--- config.mk ---
export PLATFORM = sky130hd
export DESIGN_NAME = fib_bcd_converter
export DESIGN_NICKNAME = d
export VERILOG_FILES = /design/src/rtl/fib_pkg.sv /design/src/rtl/fib_bcd_adjust.sv /design/src/rtl/fib_bcd_converter.sv
export SDC_FILE = /design/constraint.sdc
export NUM_CORES = 1
export LEC_CHECK = 0
export CAP_MARGIN = 20
export CORE_UTILIZATION = 53
export CTS_CLUSTER_SIZE = 24
export DETAILED_ROUTE_END_ITERATION = 6
export HOLD_SLACK_MARGIN = 0.02
export PLACE_DENSITY = 0.81
export RECOVER_POWER = 25
export REMOVE_ABC_BUFFERS = 1
export SYNTH_ARGS = -nofsm -noshare
export SYNTH_HDL_FRONTEND = slang
export SYNTH_SLANG_ARGS = --single-unit
--- constraint.sdc ---
create_clock -name clk -period 2.8 [get_ports clk]
set_clock_uncertainty 0.05 [all_clocks]
set_input_delay 0.28 -clock clk [delete_from_list [all_inputs] [get_ports clk]]
set_output_delay 0.28 -clock clk [all_outputs]
set_load 0.01 [all_outputs]
--- src/rtl/fib_pkg.sv ---
// Shared constants, FSM state type and digit-count helper for the Fibonacci BCD stage.
package fib_pkg;

    localparam int FIB_IN_W       = 32;
    localparam int FIB_BCD_DIGITS = 10;

    typedef enum logic [1:0] {
        IDLE  = 2'd0,
        SHIFT = 2'd1,
        DONE  = 2'd2
    } fib_bcd_state_t;

    // Smallest digit count d with 10^d >= 2^w, i.e. enough to hold any w-bit value.
    function automatic int fib_bcd_digits(input int w);
        longint unsigned lim;
        longint unsigned p;
        int              d;
        lim = 64'd1 << w;
        p   = 64'd1;
        d   = 0;
        for (int i = 0; i < 20; i++) begin
            if (p < lim) begin
                p = p * 64'd10;
                d = d + 1;
            end
        end
        return d;
    endfunction

endpackage

--- src/rtl/fib_bcd_adjust.sv ---
// Double-dabble correction: every BCD digit >= 5 gets +3, no carry between digits.
module fib_bcd_adjust
    import fib_pkg::*;
#(
    parameter int DIGITS = FIB_BCD_DIGITS
) (
    input  logic [4*DIGITS-1:0] bcd,
    output logic [4*DIGITS-1:0] adj
);

    always_comb begin
        adj = '0;
        for (int i = 0; i < DIGITS; i++) begin
            if (bcd[4*i +: 4] >= 4'd5)
                adj[4*i +: 4] = bcd[4*i +: 4] + 4'd3;
            else
                adj[4*i +: 4] = bcd[4*i +: 4];
        end
    end

endmodule

--- src/rtl/fib_bcd_converter.sv ---
// Sequential binary-to-BCD converter (one bit per cycle) with valid/ready output.
// Optional wrap detector enabled by defining FIB_BCD_OVF_EN.
module fib_bcd_converter
    import fib_pkg::*;
#(
    parameter int IN_W   = FIB_IN_W,
    parameter int DIGITS = FIB_BCD_DIGITS
) (
    input  logic                 clk,
    input  logic                 rst,
    input  logic [IN_W-1:0]      in_data,
    input  logic                 in_valid,
    output logic                 in_ready,
    output logic [4*DIGITS-1:0]  out_bcd,
    output logic                 out_valid,
    input  logic                 out_ready,
`ifdef FIB_BCD_OVF_EN
    output logic                 ovf,
`endif
    output fib_bcd_state_t       dbg_state
);

    // Handshake: a transfer happens on a rising edge where valid and ready are both high;
    // the producer holds data stable while valid is high and ready is low.

    localparam int CW = $clog2(IN_W + 1);
    localparam int BW = 4 * DIGITS;

    if (DIGITS < fib_bcd_digits(IN_W)) begin : g_digits_chk
        $error("DIGITS too small for IN_W");
    end

    fib_bcd_state_t  state;
    logic [IN_W-1:0] bin;
    logic [BW-1:0]   bcd;
    logic [BW-1:0]   bcd_adj;
    logic [CW-1:0]   count;
    logic            unused_adj_msb;

    fib_bcd_adjust #(.DIGITS(DIGITS)) u_adjust (
        .bcd (bcd),
        .adj (bcd_adj)
    );

    // The digit count guarantees the top bit never carries a value out of the accumulator.
    assign unused_adj_msb = bcd_adj[BW-1];

    always_ff @(posedge clk or posedge rst) begin
        if (rst) begin
            state     <= IDLE;
            bin       <= '0;
            bcd       <= '0;
            count     <= '0;
            out_valid <= 1'b0;
        end else begin
            case (state)
                IDLE: begin
                    if (in_valid) begin
                        bin   <= in_data;
                        bcd   <= '0;
                        count <= CW'(IN_W);
                        state <= SHIFT;
                    end
                end
                SHIFT: begin
                    bcd   <= {bcd_adj[BW-2:0], bin[IN_W-1]};
                    bin   <= {bin[IN_W-2:0], 1'b0};
                    count <= count - 1'b1;
                    if (count == CW'(1)) begin
                        state     <= DONE;
                        out_valid <= 1'b1;
                    end
                end
                DONE: begin
                    if (out_ready) begin
                        state     <= IDLE;
                        out_valid <= 1'b0;
                    end
                end
                default: state <= IDLE;
            endcase
        end
    end

    assign in_ready  = (state == IDLE);
    assign out_bcd   = bcd;
    assign dbg_state = state;

`ifdef FIB_BCD_OVF_EN
    logic [IN_W-1:0] prev;

    // A smaller term than the previous accepted one means the sequence wrapped.
    always_ff @(posedge clk or posedge rst) begin
        if (rst) begin
            prev <= '0;
            ovf  <= 1'b0;
        end else if (state == IDLE && in_valid) begin
            if (in_data < prev)
                ovf <= 1'b1;
            prev <= in_data;
        end
    end
`endif

endmodule

=== Word-level counts from Yosys, hierarchy flattened ===
Cells that the tools add are included.

* Flip-flop bits (word level): 81
* Latch bits: 0
* Bits in writable memories: 0
* Memory bits (read-only): 0
* Input bits: 36
* Output and inout port bits: 44
* Word-level logic and storage cells: 61
* Memories kept: 0

* Add/sub/neg operators: 11
* Multiply operators: 0
* Div/mod/pow operators: 0
* Order comparisons: 10
* Eq/ne operators: 6
* Shift-type cells: 0
* Muxes and demuxes: 23
* Bitwise logic cells: 0
* Reduce and logical (&&, ||, !) cells: 6

{| class="wikitable"
|+ Operators by type and width
! kind !! number
|-
| case mux 40 bit (2 select lines) || 1
|-
| case mux 32 bit (2 select lines) || 1
|-
| >= comparator 4 x 3 -> 1 bit (second input constant) || 10
|-
| 2-to-1 mux 40 bit || 1
|-
| adder 4 x 2 -> 4 bit (second input constant) || 9
|-
| 2-to-1 mux 4 bit || 9
|-
| 2-to-1 mux 32 bit || 1
|-
| case mux 6 bit (2 select lines) || 1
|-
| equality test 6 x 1 -> 1 bit (second input constant) || 1
|-
| 2-to-1 mux 2 bit || 3
|-
| 2-to-1 mux 6 bit || 1
|-
| inequality test 2 bit (second input constant) || 3
|-
| case mux 2 bit (3 select lines) || 1
|-
| AND reduction 3 bit || 2
|-
| subtractor 6 x 1 -> 6 bit (second input constant) || 1
|-
| nonzero test 2 bit || 2
|-
| adder 3 x 2 -> 3 bit (second input constant) || 1
|-
| 2-to-1 mux 3 bit || 1
|-
| equality test 2 x 1 -> 1 bit (second input constant) || 1
|-
| equality test 2 bit (second input constant) || 1
|-
| zero test 2 bit || 1
|-
| 2-to-1 mux 1 bit || 2
|-
| case mux 1 bit (2 select lines) || 1
|-
| AND reduction 2 bit || 1
|}

=== Depth between registers and ports, before layout ===
* Depth after elaboration: 3
* Depth in mapped cells: 6
* Gate-level depth less buffers: 5

=== Modules after synthesis ===
From an unflattened synthesis, not the netlist that was laid out.

* Cell total of the unflattened synthesis: 436
* Area total of the unflattened synthesis: 4314.1 µm²

{| class="wikitable"
|+ By module, submodules not included
! module !! instances !! cells an instance !! area each (µm²) !! seq. area each (µm²)
|-
| fib_bcd_converter || 1 || 276 || 3300.7 || 2026.9
|-
| fib_bcd_adjust || 1 || 160 || 1013.5 || 0.0
|}

=== Least setup slack after synthesis ===
OpenSTA, ideal clock, no wires.

* Kind: register -> register
* From: register bcd[32] (netlist: out_bcd[32])
* To: register bcd[36] (netlist: out_bcd[36])
* Library setup time: 0.101 ns
* Data arrival time: 1.281 ns
* Required time: 2.649 ns
* Path slack: 1.368 ns
* Cell stages (with the launch flop): 6
* Path buffers: 0
* Clock period less this slack: 1.432 ns
* Path through: dfrtp_1 -> inv_1 -> ha_1 -> nor2b_1 -> o21a_1 -> o32ai_1

* Word-level cells in the longest chain between the ends: 3
* Elaborated cells on any way between the ends: 4
* Classes of those cells: add/sub (1); order compare (1); mux (2)

{| class="wikitable"
|+ Ends and longest elaborated chain
! item !! line !! source
|-
| start: declaration || fib_bcd_converter.sv:35 || <nowiki>logic [BW-1:0] bcd;</nowiki>
|-
| start signal: assignment || fib_bcd_converter.sv:66 || <nowiki>bcd <= {bcd_adj[BW-2:0], bin[IN_W-1]};</nowiki>
|-
| adder 4 x 2 -> 4 bit / >= comparator 4 x 3 -> 1 bit (equally long branches) || fib_bcd_adjust.sv:15, fib_bcd_adjust.sv:14 ||
|-
| 2-to-1 mux 4 bit * || fib_bcd_adjust.sv:14 || <nowiki>if (bcd[4*i +: 4] >= 4'd5)</nowiki>
|-
| case mux 40 bit (2 select lines) * || fib_bcd_converter.sv:56 || <nowiki>case (state)</nowiki>
|}

Every way passes the cells marked *; elsewhere a longest branch is shown, timed or not.
A chain may end at the register's enable or synchronous reset.

=== Worst setup path after layout ===
* From: register state[1] (netlist: dbg_state[1])
* To: output port dbg_state[1]

{| class="wikitable"
|+ RTL lines
! item !! line !! source
|-
| start: declaration || fib_bcd_converter.sv:33 || <nowiki>fib_bcd_state_t state;</nowiki>
|-
| start signal: assignment || fib_bcd_converter.sv:50 || <nowiki>state <= IDLE;</nowiki>
|-
| start signal: assignment || fib_bcd_converter.sv:62 || <nowiki>state <= SHIFT;</nowiki>
|-
| start signal: assignment || fib_bcd_converter.sv:70 || <nowiki>state <= DONE;</nowiki>
|-
| end: declaration || fib_bcd_converter.sv:20 || <nowiki>output fib_bcd_state_t dbg_state</nowiki>
|}

No word-level cell between the ends.

==> key figures <==
STA
  – Endpoints failing setup: 0
  – Post-route minimum period: about 2200 ps
  – Post-route setup slack: 582 ps
  – Fin Hold WS: between 400 and 500 ps
  – Worst-margin pin slew: roughly 1900 ps
  – Hold violation count in the final report: 0
  – Final Max Slew Viols: 42
  – Unrepaired setup endpoints after global routing: no
  – Worst slew margin relative to its limit: -0.271
  – Setup_tns: 0 ps
  – Final cycle utilization of the critical path: 0.792
  – Achievable frequency: about 450 MHz

Die
  – Die Y: roughly 93 um
  – Num rows: 32
  – Initial cell density of the core: 0.557
  – Top Ports: 80
  – Die Outline Area: slightly below 9000 sq um
  – Die X-Extent: 93.0 um
  – Core Box Area: about 8000 sq um

Clock tree
  – Maximum level of the CTS H-tree: 3
  – Number of gates resized after CTS: 0
  – # hold bufs at CTS: 0
  – Count of buffers added by post-CTS timing repair for setup: 0
  – Clock buffer depth: 2
  – Clock tree from TritonCTS: done
  – Number of buffers created by CTS: 9
  – Clock transition time at the flip-flop clock pins of the worst setup and hold paths: ~80 ps
  – Clock net sink count: 81
  – Clock Root Buffer: sky130_fd_sc_hd__clkbuf_8
  – Clock network latency to the later pin of the worst-skew pair: between 300 and 400 ps

Place
  – Hpwl dp: ~6800 um
  – Dpl cells: 608
  – Placer's final routability congestion estimate: 0.801
  – Placed cell area: ~5300 sq um
  – Pre-CTS worst setup slack: roughly 660 ps
  – Number of buffers added on ports: 79

Worst setup path
  – Arrival time at the worst endpoint: approximately 1900 ps
  – Critical path peak fanout: 20
  – Worst R2R Setup Slack: between 700 and 800 ps
  – CP Buf/Inv Count: 2
  – Worst flop-to-flop path endpoint: out_bcd[15]$_DFFE_PP0P_
  – Logic depth of the worst register-to-register path: 3
  – Startpoint-to-endpoint class of the critical path: reg2out
  – Type of element capturing the critical path: output port
  – Critical R2R Launch: dbg_state[0]$_DFFE_PP0P_
  – Master of the slowest instance on the critical path: sky130_fd_sc_hd__dfrtp_1
  – Data required time of the critical path: about 2500 ps
  – Cells traversed along the worst timing path: buf_4 -> clkdlybuf4s50_1
  – Cell family contributing the most delay on the critical path: buffers and inverters
  – Setup crit end: dbg_state[1]
  – Source of the critical timing path: dbg_state[1]$_DFFE_PP0P_
  – Worst path depth: 2
  – Kind of launch point of the worst setup path: register
  – Longest individual stage delay on the worst path: about 700 ps

Finish
  – Area delta synth->final: 24.6%
  – Utilization after layout: 0.694
  – N_diodes: 0
  – Final Instance Area: around 5500 sq um
  – Fraction of final layout cells sized beyond drive strength 1: 0.0594
  – Highest-count cells in the layout ignoring fill and taps: 81 x sky130_fd_sc_hd__dfrtp_1, 78 x sky130_fd_sc_hd__clkdlybuf4s50_1, 49 x sky130_fd_sc_hd__nand2_1
  – Number of non-filler instances in the completed layout: ~620
  – Most frequent standard cell in the layout excluding fill and tap cells: sky130_fd_sc_hd__dfrtp_1
  – Final net count: ~580
  – Final-layout fill cell count: 618

GRT
  – Largest net degree at the start of global routing: 43
  – Initial antenna violation count: 0
  – First-pass GRT wire length: 17300 um
  – Number of global-route vias before repair: 3813
  – Global-route usage over all layers: 0.249
  – Total global routing overflow: 0

Synth
  – Flops & latches, synth: 81
  – Count of unique library cells instantiated by Yosys: 39
  – Synthesized instance count: 443
  – Yosys warning count: 0
  – Largest cells by area after synthesis: sky130_fd_sc_hd__dfrtp_1 46%, sky130_fd_sc_hd__ha_1 6.3%, sky130_fd_sc_hd__a22oi_1 5.3%, sky130_fd_sc_hd__o21ai_0 5.0%, sky130_fd_sc_hd__nand2_1 4.2%
  – Part of the Yosys area used for sequential elements: 0.462
  – Synth top area share: 0.462
  – Average footprint of a synthesized cell: slightly below 10 sq um
  – Post-Synthesis Cell Area: approximately 4400 sq um
  – Top cell type by total area after synthesis: sky130_fd_sc_hd__dfrtp_1

Route
  – Iteration count of the initial detailed-routing pass: 4
  – Via total after detailed routing: approximately 3700
  – Post-detailed-route DRC marker count: 0
  – Average wire length per cell after detail routing: approximately 16 um
  – Iter 0 DRT Violations: around 160
  – Remaining antenna violation count: 0
  – Met3 wire length: about 480 um
  – Highest routing layer actually used: met4
  – Total routed wirelength: 9820 um
  – Number of vias per cell: around 6.0
  – Met2 wirelength from detailed routing: 4750 um
  – WL met1: 4500 um

Min path
  – Startpoint of the most critical hold path: bin[22]$_DFFE_PP0P_
  – Hold WC Path Type: reg2reg

Status
  – Violations in the final reports: capacitance limit, slew limit
  – Result of the run: complete, but fails checks

Power
  – Power per standard cell area: around 1000 nW/um^2
  – Max VDD drop: 422 uV
  – Pleak: ~2.2 nW
  – Design Power: 5.70 mW

Flow run
  – Max-cap violations: 1
worst min-delay path by stage:
stage / to / slack (ps) / depth (start not counted)
final: bin[22]$_DFFE_PP0P_ / 440 / 2
after CTS: count[3]$_DFFE_PP0P_ / 330 / 2
after global routing: count[4]$_DFFE_PP0P_ / 450 / 1
after floorplan: bin[0]$_DFFE_PP0P_ / 360 / 1
after detailed placement: bin[16]$_DFFE_PP0P_ / 420 / 2
after global placement: count[4]$_DFFE_PP0P_ / 410 / 1
metal layers:
layer,GRT usage,vias to the layer above
met1,0.323,1853
li1,-,1774
met5,0,-
met2,0.428,114
met4,0.0859,0
met3,0.0350,8
cell usage after synthesis:
cell	count
sky130_fd_sc_hd__nor3b_1	3
sky130_fd_sc_hd__o221ai_1	10
sky130_fd_sc_hd__a21boi_0	1
sky130_fd_sc_hd__o31ai_1	10
sky130_fd_sc_hd__nor4b_2	1
sky130_fd_sc_hd__or3_4	1
sky130_fd_sc_hd__a22oi_1	31
sky130_fd_sc_hd__nand2b_1	11
sky130_fd_sc_hd__mux2i_1	2
sky130_fd_sc_hd__nor2b_1	18
sky130_fd_sc_hd__or3b_4	1
sky130_fd_sc_hd__o32ai_1	9
sky130_fd_sc_hd__o22ai_1	1
sky130_fd_sc_hd__o211ai_1	10
sky130_fd_sc_hd__ha_1	22
sky130_fd_sc_hd__dfrtp_1	81
sky130_fd_sc_hd__a21oi_1	5
sky130_fd_sc_hd__nor4_1	2
sky130_fd_sc_hd__a21o_1	1
sky130_fd_sc_hd__nand3_1	1
sky130_fd_sc_hd__nand3b_1	1
sky130_fd_sc_hd__buf_2	15
sky130_fd_sc_hd__a22o_1	1
sky130_fd_sc_hd__buf_4	7
sky130_fd_sc_hd__o311ai_0	1
sky130_fd_sc_hd__nand2_1	49
sky130_fd_sc_hd__o22a_1	1
sky130_fd_sc_hd__o21bai_1	1
sky130_fd_sc_hd__and2_0	1
sky130_fd_sc_hd__a32o_1	10
sky130_fd_sc_hd__inv_1	43
sky130_fd_sc_hd__xnor2_1	9
sky130_fd_sc_hd__o21ai_0	44
sky130_fd_sc_hd__o41ai_1	1
sky130_fd_sc_hd__o21a_1	10
sky130_fd_sc_hd__clkbuf_1	5
sky130_fd_sc_hd__nor2_1	2
sky130_fd_sc_hd__o21ba_2	1
sky130_fd_sc_hd__o2111ai_1	20
kinds of logic (layout without fill, tap and decap cells):
logic type	after synthesis	count (layout)	share of synthesized area
AND/OR/NAND/NOR	91	91	0.106
multiplexers	2	2	0.00456
flip-flops	81	81	0.462
adder cells (fa/ha/maj)	22	22	0.0627
AO/OA/AOI/OAI	168	168	0.277
buffers and inverters	70	149	0.0701
XOR/XNOR	9	9	0.0179
worst min-delay path, stage by stage, from the launching register on:
cell and delay, ps:
sky130_fd_sc_hd__dfrtp_1 350, sky130_fd_sc_hd__nand2_1 40, sky130_fd_sc_hd__o21ai_0 60
flip-flops by register name, indices dropped and copies added (netlist names):
name / count
count: 6
dbg_state: 2
bin: 32
out_bcd: 40
out_valid: 1
where the power goes:
group / switching, mW / internal [mW]
Combinational: 1.41 / 1.35
Sequential: 0.447 / 1.64
Clock: 0.420 / 0.436
Total: 2.28 / 3.42
cell type report:
type,instances,area [sq um],area share
clock buffers,13,149,0.0272
inverters,43,163,0.0297
multi-input cells,292,2070,0.378
repair buffers,90,898,0.164
clock inverters,3,40.0,0.00732
flip-flops and latches,81,2030,0.370
well taps,102,128,0.0233
Power figures use the tool's default switching activity.
